--- src/rtl/fft_seq_pkg.sv ---
// Shared types and constants for the FFT frame sequencer: FSM state encoding,
// config-word bit positions, sticky error bit positions and core reset hold time.
package fft_seq_pkg;

    typedef enum logic [1:0] {
        RST_HOLD,
        IDLE,
        CFG,
        LOAD
    } seq_state_e;

    localparam int CFG_DIR_BIT = 0;

    localparam int ERR_W             = 3;
    localparam int ERR_TLAST_UNEXP   = 0;
    localparam int ERR_TLAST_MISSING = 1;
    localparam int ERR_OUT_FRAME     = 2;

    // Clocks the core's aresetn stays low after rst is released.
    localparam int RST_HOLD_CYCLES = 2;

endpackage

--- src/rtl/fft_rst_stretch.sv ---
// Holds the FFT core's active-low reset for HOLD_CYCLES clocks after rst is
// released, then raises aresetn and the done flag together.
module fft_rst_stretch
    import fft_seq_pkg::*;
#(
    parameter int HOLD_CYCLES = RST_HOLD_CYCLES
) (
    input  logic clk,
    input  logic rst,
    output logic aresetn,
    output logic done
);

    localparam int CW = $clog2(HOLD_CYCLES + 1);

    logic [CW-1:0] cnt_q, cnt_d;
    logic          done_q, done_d;

    always_comb begin
        cnt_d  = cnt_q;
        done_d = done_q;
        if (!done_q) begin
            if (cnt_q == CW'(HOLD_CYCLES)) begin
                done_d = 1'b1;
            end else begin
                cnt_d = cnt_q + CW'(1);
            end
        end
    end

    always_ff @(posedge clk) begin
        if (rst) begin
            cnt_q  <= '0;
            done_q <= 1'b0;
        end else begin
            cnt_q  <= cnt_d;
            done_q <= done_d;
        end
    end

    assign aresetn = done_q;
    assign done    = done_q;

endmodule

--- src/rtl/fft_frame_sequencer.sv ---
// Frame-level controller for the xfft core: frames the input stream, issues one
// config word per frame, tracks frames in flight and checks output framing.
// Define FFT_SEQ_STATS_EN to implement the completed-frame counter on frame_cnt.
module fft_frame_sequencer
    import fft_seq_pkg::*;
#(
    parameter int                     DATAWIDTH    = 48,
    parameter int                     NFFT_LOG2    = 10,
    parameter int                     CFG_WIDTH    = 16,
    parameter logic [CFG_WIDTH-2:0]   SCALE_SCH    = 15'h2AB,
    parameter int                     MAX_INFLIGHT = 2
) (
    input  logic                  clk,
    input  logic                  rst,
    input  logic [DATAWIDTH-1:0]  s_tdata,
    input  logic                  s_tvalid,
    output logic                  s_tready,
    input  logic                  dir_fwd,
    output logic                  fft_aresetn,
    output logic [CFG_WIDTH-1:0]  fft_cfg_tdata,
    output logic                  fft_cfg_tvalid,
    input  logic                  fft_cfg_tready,
    output logic [DATAWIDTH-1:0]  fft_in_tdata,
    output logic                  fft_in_tvalid,
    output logic                  fft_in_tlast,
    input  logic                  fft_in_tready,
    input  logic [DATAWIDTH-1:0]  fft_out_tdata,
    input  logic                  fft_out_tvalid,
    input  logic                  fft_out_tlast,
    output logic                  fft_out_tready,
    input  logic                  evt_tlast_unexpected,
    input  logic                  evt_tlast_missing,
    output logic [DATAWIDTH-1:0]  m_tdata,
    output logic                  m_tvalid,
    output logic                  m_tlast,
    input  logic                  m_tready,
    output logic                  busy,
    output logic [ERR_W-1:0]      err,
    input  logic                  err_clr,
    output logic [15:0]           frame_cnt
);

    localparam int                 IW       = $clog2(MAX_INFLIGHT + 1);
    localparam logic [NFFT_LOG2-1:0] CNT_LAST = '1;

    seq_state_e             state_q, state_d;
    logic                   dir_q, dir_d;
    logic                   cfg_valid_q, cfg_valid_d;
    logic [NFFT_LOG2-1:0]   in_cnt_q, in_cnt_d;
    logic [NFFT_LOG2-1:0]   out_cnt_q, out_cnt_d;
    logic [IW-1:0]          inflight_q, inflight_d;
    logic [ERR_W-1:0]       err_q, err_d;

    logic                   rst_done;
    logic                   in_beat;
    logic                   load_last;
    logic                   out_beat;
    logic                   out_last;
    logic [ERR_W-1:0]       err_new;
    logic [CFG_WIDTH-1:0]   cfg_word;

    fft_rst_stretch #(
        .HOLD_CYCLES (RST_HOLD_CYCLES)
    ) u_rst_stretch (
        .clk     (clk),
        .rst     (rst),
        .aresetn (fft_aresetn),
        .done    (rst_done)
    );

    assign in_beat  = (state_q == LOAD) && s_tvalid && fft_in_tready;
    assign out_beat = fft_out_tvalid && m_tready;
    assign out_last = out_beat && (out_cnt_q == CNT_LAST);

    always_comb begin
        state_d     = state_q;
        dir_d       = dir_q;
        cfg_valid_d = cfg_valid_q;
        in_cnt_d    = in_cnt_q;
        load_last   = 1'b0;
        case (state_q)
            RST_HOLD: begin
                if (rst_done) state_d = IDLE;
            end
            IDLE: begin
                // A new frame may only start while the core has room for it.
                if (s_tvalid && (inflight_q < IW'(MAX_INFLIGHT))) begin
                    state_d     = CFG;
                    dir_d       = dir_fwd;
                    cfg_valid_d = 1'b1;
                end
            end
            CFG: begin
                if (cfg_valid_q && fft_cfg_tready) begin
                    cfg_valid_d = 1'b0;
                    state_d     = LOAD;
                end
            end
            LOAD: begin
                if (in_beat) begin
                    if (in_cnt_q == CNT_LAST) begin
                        in_cnt_d  = '0;
                        load_last = 1'b1;
                        state_d   = IDLE;
                    end else begin
                        in_cnt_d = in_cnt_q + NFFT_LOG2'(1);
                    end
                end
            end
            default: state_d = RST_HOLD;
        endcase
    end

    always_comb begin
        out_cnt_d  = out_cnt_q;
        inflight_d = inflight_q;
        err_new    = '0;
        if (out_beat) out_cnt_d = out_cnt_q + NFFT_LOG2'(1);
        case ({load_last, out_last})
            2'b10:   inflight_d = inflight_q + IW'(1);
            2'b01:   inflight_d = inflight_q - IW'(1);
            default: inflight_d = inflight_q;
        endcase
        err_new[ERR_TLAST_UNEXP]   = evt_tlast_unexpected;
        err_new[ERR_TLAST_MISSING] = evt_tlast_missing;
        err_new[ERR_OUT_FRAME]     = out_beat && (fft_out_tlast != (out_cnt_q == CNT_LAST));
        err_d = err_clr ? '0 : (err_q | err_new);
    end

    always_ff @(posedge clk) begin
        if (rst) begin
            state_q     <= RST_HOLD;
            dir_q       <= 1'b0;
            cfg_valid_q <= 1'b0;
            in_cnt_q    <= '0;
            out_cnt_q   <= '0;
            inflight_q  <= '0;
            err_q       <= '0;
        end else begin
            state_q     <= state_d;
            dir_q       <= dir_d;
            cfg_valid_q <= cfg_valid_d;
            in_cnt_q    <= in_cnt_d;
            out_cnt_q   <= out_cnt_d;
            inflight_q  <= inflight_d;
            err_q       <= err_d;
        end
    end

`ifdef FFT_SEQ_STATS_EN
    logic [15:0] frame_cnt_q, frame_cnt_d;

    always_comb begin
        frame_cnt_d = frame_cnt_q;
        if (out_last) frame_cnt_d = frame_cnt_q + 16'd1;
    end

    always_ff @(posedge clk) begin
        if (rst) begin
            frame_cnt_q <= '0;
        end else begin
            frame_cnt_q <= frame_cnt_d;
        end
    end

    assign frame_cnt = frame_cnt_q;
`else
    assign frame_cnt = 16'h0;
`endif

    always_comb begin
        cfg_word              = {SCALE_SCH, 1'b0};
        cfg_word[CFG_DIR_BIT] = dir_q;
    end

    assign fft_cfg_tdata  = cfg_word;
    assign fft_cfg_tvalid = cfg_valid_q;

    // Input side is a zero-latency pass-through gated by the LOAD state.
    assign s_tready      = (state_q == LOAD) && fft_in_tready;
    assign fft_in_tvalid = (state_q == LOAD) && s_tvalid;
    assign fft_in_tdata  = s_tdata;
    assign fft_in_tlast  = (state_q == LOAD) && (in_cnt_q == CNT_LAST);

    assign fft_out_tready = m_tready;
    assign m_tdata        = fft_out_tdata;
    assign m_tvalid       = fft_out_tvalid;
    assign m_tlast        = fft_out_tlast;

    assign busy = (state_q != IDLE) || (inflight_q != '0);
    assign err  = err_q;

endmodule

--- config.mk ---
export PLATFORM = sky130hd
export DESIGN_NAME = fft_frame_sequencer
export DESIGN_NICKNAME = d
export VERILOG_FILES = /design/src/rtl/fft_seq_pkg.sv /design/src/rtl/fft_rst_stretch.sv /design/src/rtl/fft_frame_sequencer.sv
export SDC_FILE = /design/constraint.sdc
export NUM_CORES = 1
export LEC_CHECK = 0
export ABC_AREA = 1
export CORE_AREA = 2 2 97 99
export CTS_CLUSTER_DIAMETER = 30
export CTS_CLUSTER_SIZE = 8
export DETAILED_ROUTE_END_ITERATION = 10
export DIE_AREA = 0 0 99 101
export HOLD_SLACK_MARGIN = 0.02
export PLACE_DENSITY = 0.83
export SYNTH_ARGS = -nofsm -noshare
export SYNTH_HDL_FRONTEND = slang
export SYNTH_SLANG_ARGS = --single-unit
--- constraint.sdc ---
create_clock -name clk -period 3.4 [get_ports clk]
set_input_delay 0.34 -clock clk [delete_from_list [all_inputs] [get_ports clk]]
set_output_delay 0.34 -clock clk [all_outputs]
set_load 0.02 [all_outputs]
# Word-level counts from Yosys, hierarchy flattened
# Index checks and enable logic that the tools add are counted.
# Widths: inputs -> output; s select.
[totals] ram_bits=0 latch_bits=0 register_bits=32 romBits=0 memories=0 wordCells=69 in_bits=108 out_inout_bits=140
[op_classes] order_cmp=1 mux=16 eq_ne=15 n_shift=0 n_div=0 n_mul=0 bitwise_logic=3 n_addsub=5 n_reduce_logical=20
[ops] op="$add 10x1->10 const B" count=2
[ops] op="$eq 10x10->1 const B" count=2
[ops] op="$mux 10" count=1
[ops] op="$mux 2" count=5
[ops] op="$logic_and 1x1->1" count=9
[ops] op="$eq 2x2->1 const B" count=4
[ops] op="$pmux 2 s4" count=1
[ops] op="$mux 1" count=7
[ops] op="$ne 2x1->1 const B" count=3
[ops] op="$ne 2x2->1 const B" count=3
[ops] op="$reduce_and 2->1" count=3
[ops] op="$reduce_bool 2->1" count=3
[ops] op="$reduce_and 5->1" count=1
[ops] op="$add 2x1->2 const B" count=2
[ops] op="$eq 2x1->1 const B" count=2
[ops] op="$pmux 2 s2" count=1
[ops] op="$or 3x3->3" count=1
[ops] op="$reduce_and 3->1" count=1
[ops] op="$logic_not 2->1" count=1
[ops] op="$lt 2x2->1 const B" count=1
[ops] op="$not 1->1" count=2
[ops] op="$pmux 1 s2" count=1
[ops] op="$reduce_or 2->1" count=1
[ops] op="$sub 2x1->2 const B" count=1
[ops] op="2 further kinds" count=2

# Longest topological paths before layout
[logic_depth] ltp_word=7 mapped_depth=10

# Modules after synthesis
# Synthesis repeated with hierarchy kept, for this count alone.
[unflattened] cells_unflattened=358 hier_area_um2=2595.0
[modules_own_cells] mod="fft_frame_sequencer" seq_area_each_um2=580.6 area_each_um2=2462.4 cells_per_inst=341 n_inst=1
[modules_own_cells] mod="fft_rst_stretch" seq_area_each_um2=60.1 area_each_um2=132.6 cells_per_inst=17 n_inst=1

# Worst setup path after synthesis
# Ideal clock, no wire load.
[synth_path] kind="register to register" startpoint="register state_q[0]" endpoint="register inflight_q[1]" stages_incl_launch_ff=10 setup_slack_ns=1.618 setup_time_ns=0.122 arrival_time_ns=1.660 cell_sequence="dfxtp_1 -> ha_1 -> nand3_2 -> clkinv_2 -> nand3_4 -> ha_1 -> a21oi_1 -> o21ai_0 -> o21ai_0 -> a21oi_1"
[synth_between] elab_chain_len=7
[synth_rtl] item="start, declared" line_no="fft_frame_sequencer.sv:46" text="seq_state_e state_q, state_d;"
[synth_rtl] item="start signal, assigned" line_no="fft_frame_sequencer.sv:140" text="state_q <= state_d;"
[synth_rtl] item="$eq 2x2->1 (*)" line_no="fft_frame_sequencer.sv:71, fft_frame_sequencer.sv:81"
[synth_rtl] item="$logic_and 1x1->1 (2 in a row)" line_no="fft_frame_sequencer.sv:71" text="assign in_beat = (state_q == LOAD) && s_tvalid && fft_in_tready;"
[synth_rtl] item="$mux 1" line_no="fft_frame_sequencer.sv:100" text="if (in_beat) begin"
[synth_rtl] item="$mux 1 (*)" line_no="fft_frame_sequencer.sv:81" text="case (state_q)"
[synth_rtl] item="$eq 2x1->1 / $eq 2x2->1 (equally long branches)" line_no="fft_frame_sequencer.sv:119" text="case ({load_last, out_last})"
[synth_rtl] item="$pmux 2 s2 / $reduce_bool 2->1 (equally long branches)"
[synth_rtl] item="end signal, assigned" line_no="fft_frame_sequencer.sv:145" text="inflight_q <= inflight_d;"
[synth_rtl] item="end, declared" line_no="fft_frame_sequencer.sv:51" text="logic [IW-1:0] inflight_q, inflight_d;"
# Mark *: on every way between the ends. The rest lies on a longest branch, timed or not.
# A chain may end at the register's enable or synchronous reset.

# Worst setup path in the final report
[layout_path] startpoint="register in_cnt_q[0]" endpoint="output port fft_in_tlast"
[layout_between] elab_chain_len=2
[layout_rtl] item="start, declared" line_no="fft_frame_sequencer.sv:49" text="logic [NFFT_LOG2-1:0] in_cnt_q, in_cnt_d;"
[layout_rtl] item="start signal, assigned" line_no="fft_frame_sequencer.sv:143" text="in_cnt_q <= in_cnt_d;"
[layout_rtl] item="$eq 10x10->1" line_no="fft_frame_sequencer.sv:183" text="assign fft_in_tlast = (state_q == LOAD) && (in_cnt_q == CNT_LAST);"
[layout_rtl] item="$logic_and 1x1->1" line_no="fft_frame_sequencer.sv:183"
[layout_rtl] item="end, declared" line_no="fft_frame_sequencer.sv:25" text="output logic fft_in_tlast,"
# No other way between the ends.

==> out/results.ini <==
[grt]
track_usage_pct=8.91
grt_start_max_net_pins=18
antenna_found_initial=0
grt_pass1_vias=1565
grt.overflow.total=0
grt_pass1_wl_um=7140

[placement]
detailed_place_hpwl_um=3450
place_congestion=0.811
dpl_cell_area_mm2=0.00206
port-buffer-count=24

[timing]
fin_setup_tns_ns=0
rsz0062_at_grt=no
hold_viol_final=0
final.setup_skew_ns=0.00560
finalCritPeriodShare_pct=67.0
tightest_slew_ns=0.516
fmax_mhz=439
slew_headroom_pct=65.6
fin_crit_ns=2.28
setup-violations-final=0
slew_viol_final=0

[clock_tree]
clock_tree.buffer_depth=2
cts_setup_buffers=0
cts_resized=0
clkSlewWorstSetupHoldPaths_ns=0.07
clock_sinks=32
clkLatencyLatePin_ns=0.28
cts_tree=yes
cts_hold_buf=0
cts-root-buf=clkbuf_8
htreeDepth=2
cts_buffers=5

[yosys]
synthTopCellsByArea=buf_4, dfxtp_1, nand2_1
syn_inst=346
synthDistinctLibCells=29
ys_seq_elements=32
ys_seq_area_share_pct=25.0
synth.top_cell.area_share_pct=38.3
synthesis.area_mm2=0.00256
yosys_warnings=0
yosysTopAreaCell=buf_4
avgSynthCellArea_um2=7.41

[setup_path]
crit_path_start=in_cnt_q[0]
critPathMaxFanout=3
worstPathRequired_ns=3.06
cp-end-kind=output pin
arrival_ns=1.94
start_kind=register
setup.worst_path.class=reg -> out
r2r-start=state_q[0]

[cells_and_area]
fillCellCount=955
stdcell_area_mm2=0.00215
drive_gt1_share_pct=7.30
nets=390
syn2layout_area_growth_pct=-16.0
diodes=0

[worst_hold_path]
min_from=err[2]
hp-class=reg -> reg

[routing]
wl_um=4390
drt_iter0_drc=46
drtPass1Iterations=4
postRouteAntennaNets=0
drc=0
wl_per_cell_um=11.4
vias=1641
vias_per_cell=4.26

[power_and_ir_drop]
power_mw=0.994
peakVddDrop_mv=0.160
p_per_area_mw_per_mm2=462
p_leak_nw=0.884

[die]
num_rows=35
die_w_um=99
io_pins=248
die-area_mm2=0.0100
start_util_pct=28.6
coreArea_mm2=0.00898
fp.dieH_um=101

[run_status]
run_status=finished, final reports clean

[run]
drv_cap=0

## per-layer routing
layer | track usage (%) | share of wire [%] | vias to the layer above
met2 | 14.2 | 47 | 92
met5 | 0 | 0 | -
met1 | 9.27 | 38 | 749
met3 | 4.30 | 11 | 32
li1 | - | - | 768
met4 | 6.11 | 4.7 | 0
## kinds of logic after synthesis
family / Yosys count / share of synthesized area, %
simple gates: 101 / 18.3
buf+inv: 163 / 43.1
compound gates: 33 / 6.88
xor+xnor: 6 / 2.05
fa+ha+maj: 9 / 4.39
other cells: 2 / 0.293
flops: 32 / 25.0
## flip-flops by register name, summed over array words and instances, names as in the netlist
register / count
in_cnt_q: 10
out_cnt_q: 10
err: 3
inflight_q: 2
state_q: 2
u_rst_stretch.cnt_q: 2
dir_q: 1
fft_cfg_tvalid: 1
u_rst_stretch.aresetn: 1
## path summary, 6_finish.rpt
check,to,cells after the start,slack [ns]
worst max register to register,inflight_q[1],9,1.40
worst min-delay path,err[2],2,0.45
worst max-delay path,fft_in_tlast,5,1.12
worst min register to register,err[2],2,0.45
## final cells by class
type | count | area, um2 | area share [%]
multi-input cells | 180 | 927 | 43.1
clock buffers | 6 | 82.6 | 3.83
well taps | 111 | 139 | 6.45
clock inverters | 2 | 10.0 | 0.465
inverters | 30 | 114 | 5.29
flip-flops and latches | 32 | 641 | 29.8
repair buffers | 24 | 240 | 11.2
## critical path: stages, from the launching register on
cell and delay (ns):
dfxtp_1 0.35, ha_1 0.20, nand3_1 0.08, nor2_1 0.20, and3_1 0.20, clkdlybuf4s50_1 0.62
## where the power goes
group          total [mW]  internal (mW)  switching, mW
sequential          0.431          0.406         0.0250
combinational       0.256          0.101          0.156
clock               0.306          0.161          0.145
## placed cells by master, fill, tap and decap left out, types with 9 or more instances in the layout
cell and instances:
inv_1 29, dfxtp_1 32, clkdlybuf4s50_1 24, nand3_1 17, ha_1 9, conb_1 31
o21ai_0 12, a21oi_1 17, nand2_1 35, nor2_1 32
## through the flow
stage               utilization [%]  cells  worst slack (ns)  hold slack (ns)
floorplan                         -    375              1.62            0.424
global placement               23.0    377              1.23            0.438
detailed placement             23.0    377              1.18            0.446
CTS                            24.0    385              1.11            0.453
global route                   24.0    385             0.991            0.478
finish                         24.0    385              1.12            0.452
## synthesized netlist by cell type
cell type / number
conb_1: 2
a21oi_2: 1
inv_1: 29
o21bai_1: 1
nand4_1: 3
nor2_2: 2
a21oi_1: 17
o21a_1: 2
nand3_4: 1
clkbuf_1: 1
nand3_1: 17
and3_1: 1
or2_2: 2
nand3b_1: 1
buf_4: 131
dfxtp_1: 32
xnor2_1: 1
nand3_2: 1
xor2_1: 5
nand2_1: 35
o21ai_0: 12
clkinv_2: 1
nor2_1: 32
nor3_1: 1
nor3b_1: 1
buf_2: 1
nand2_2: 2
ha_1: 9
nor2_4: 2
Power figures use the tool's default switching activity.
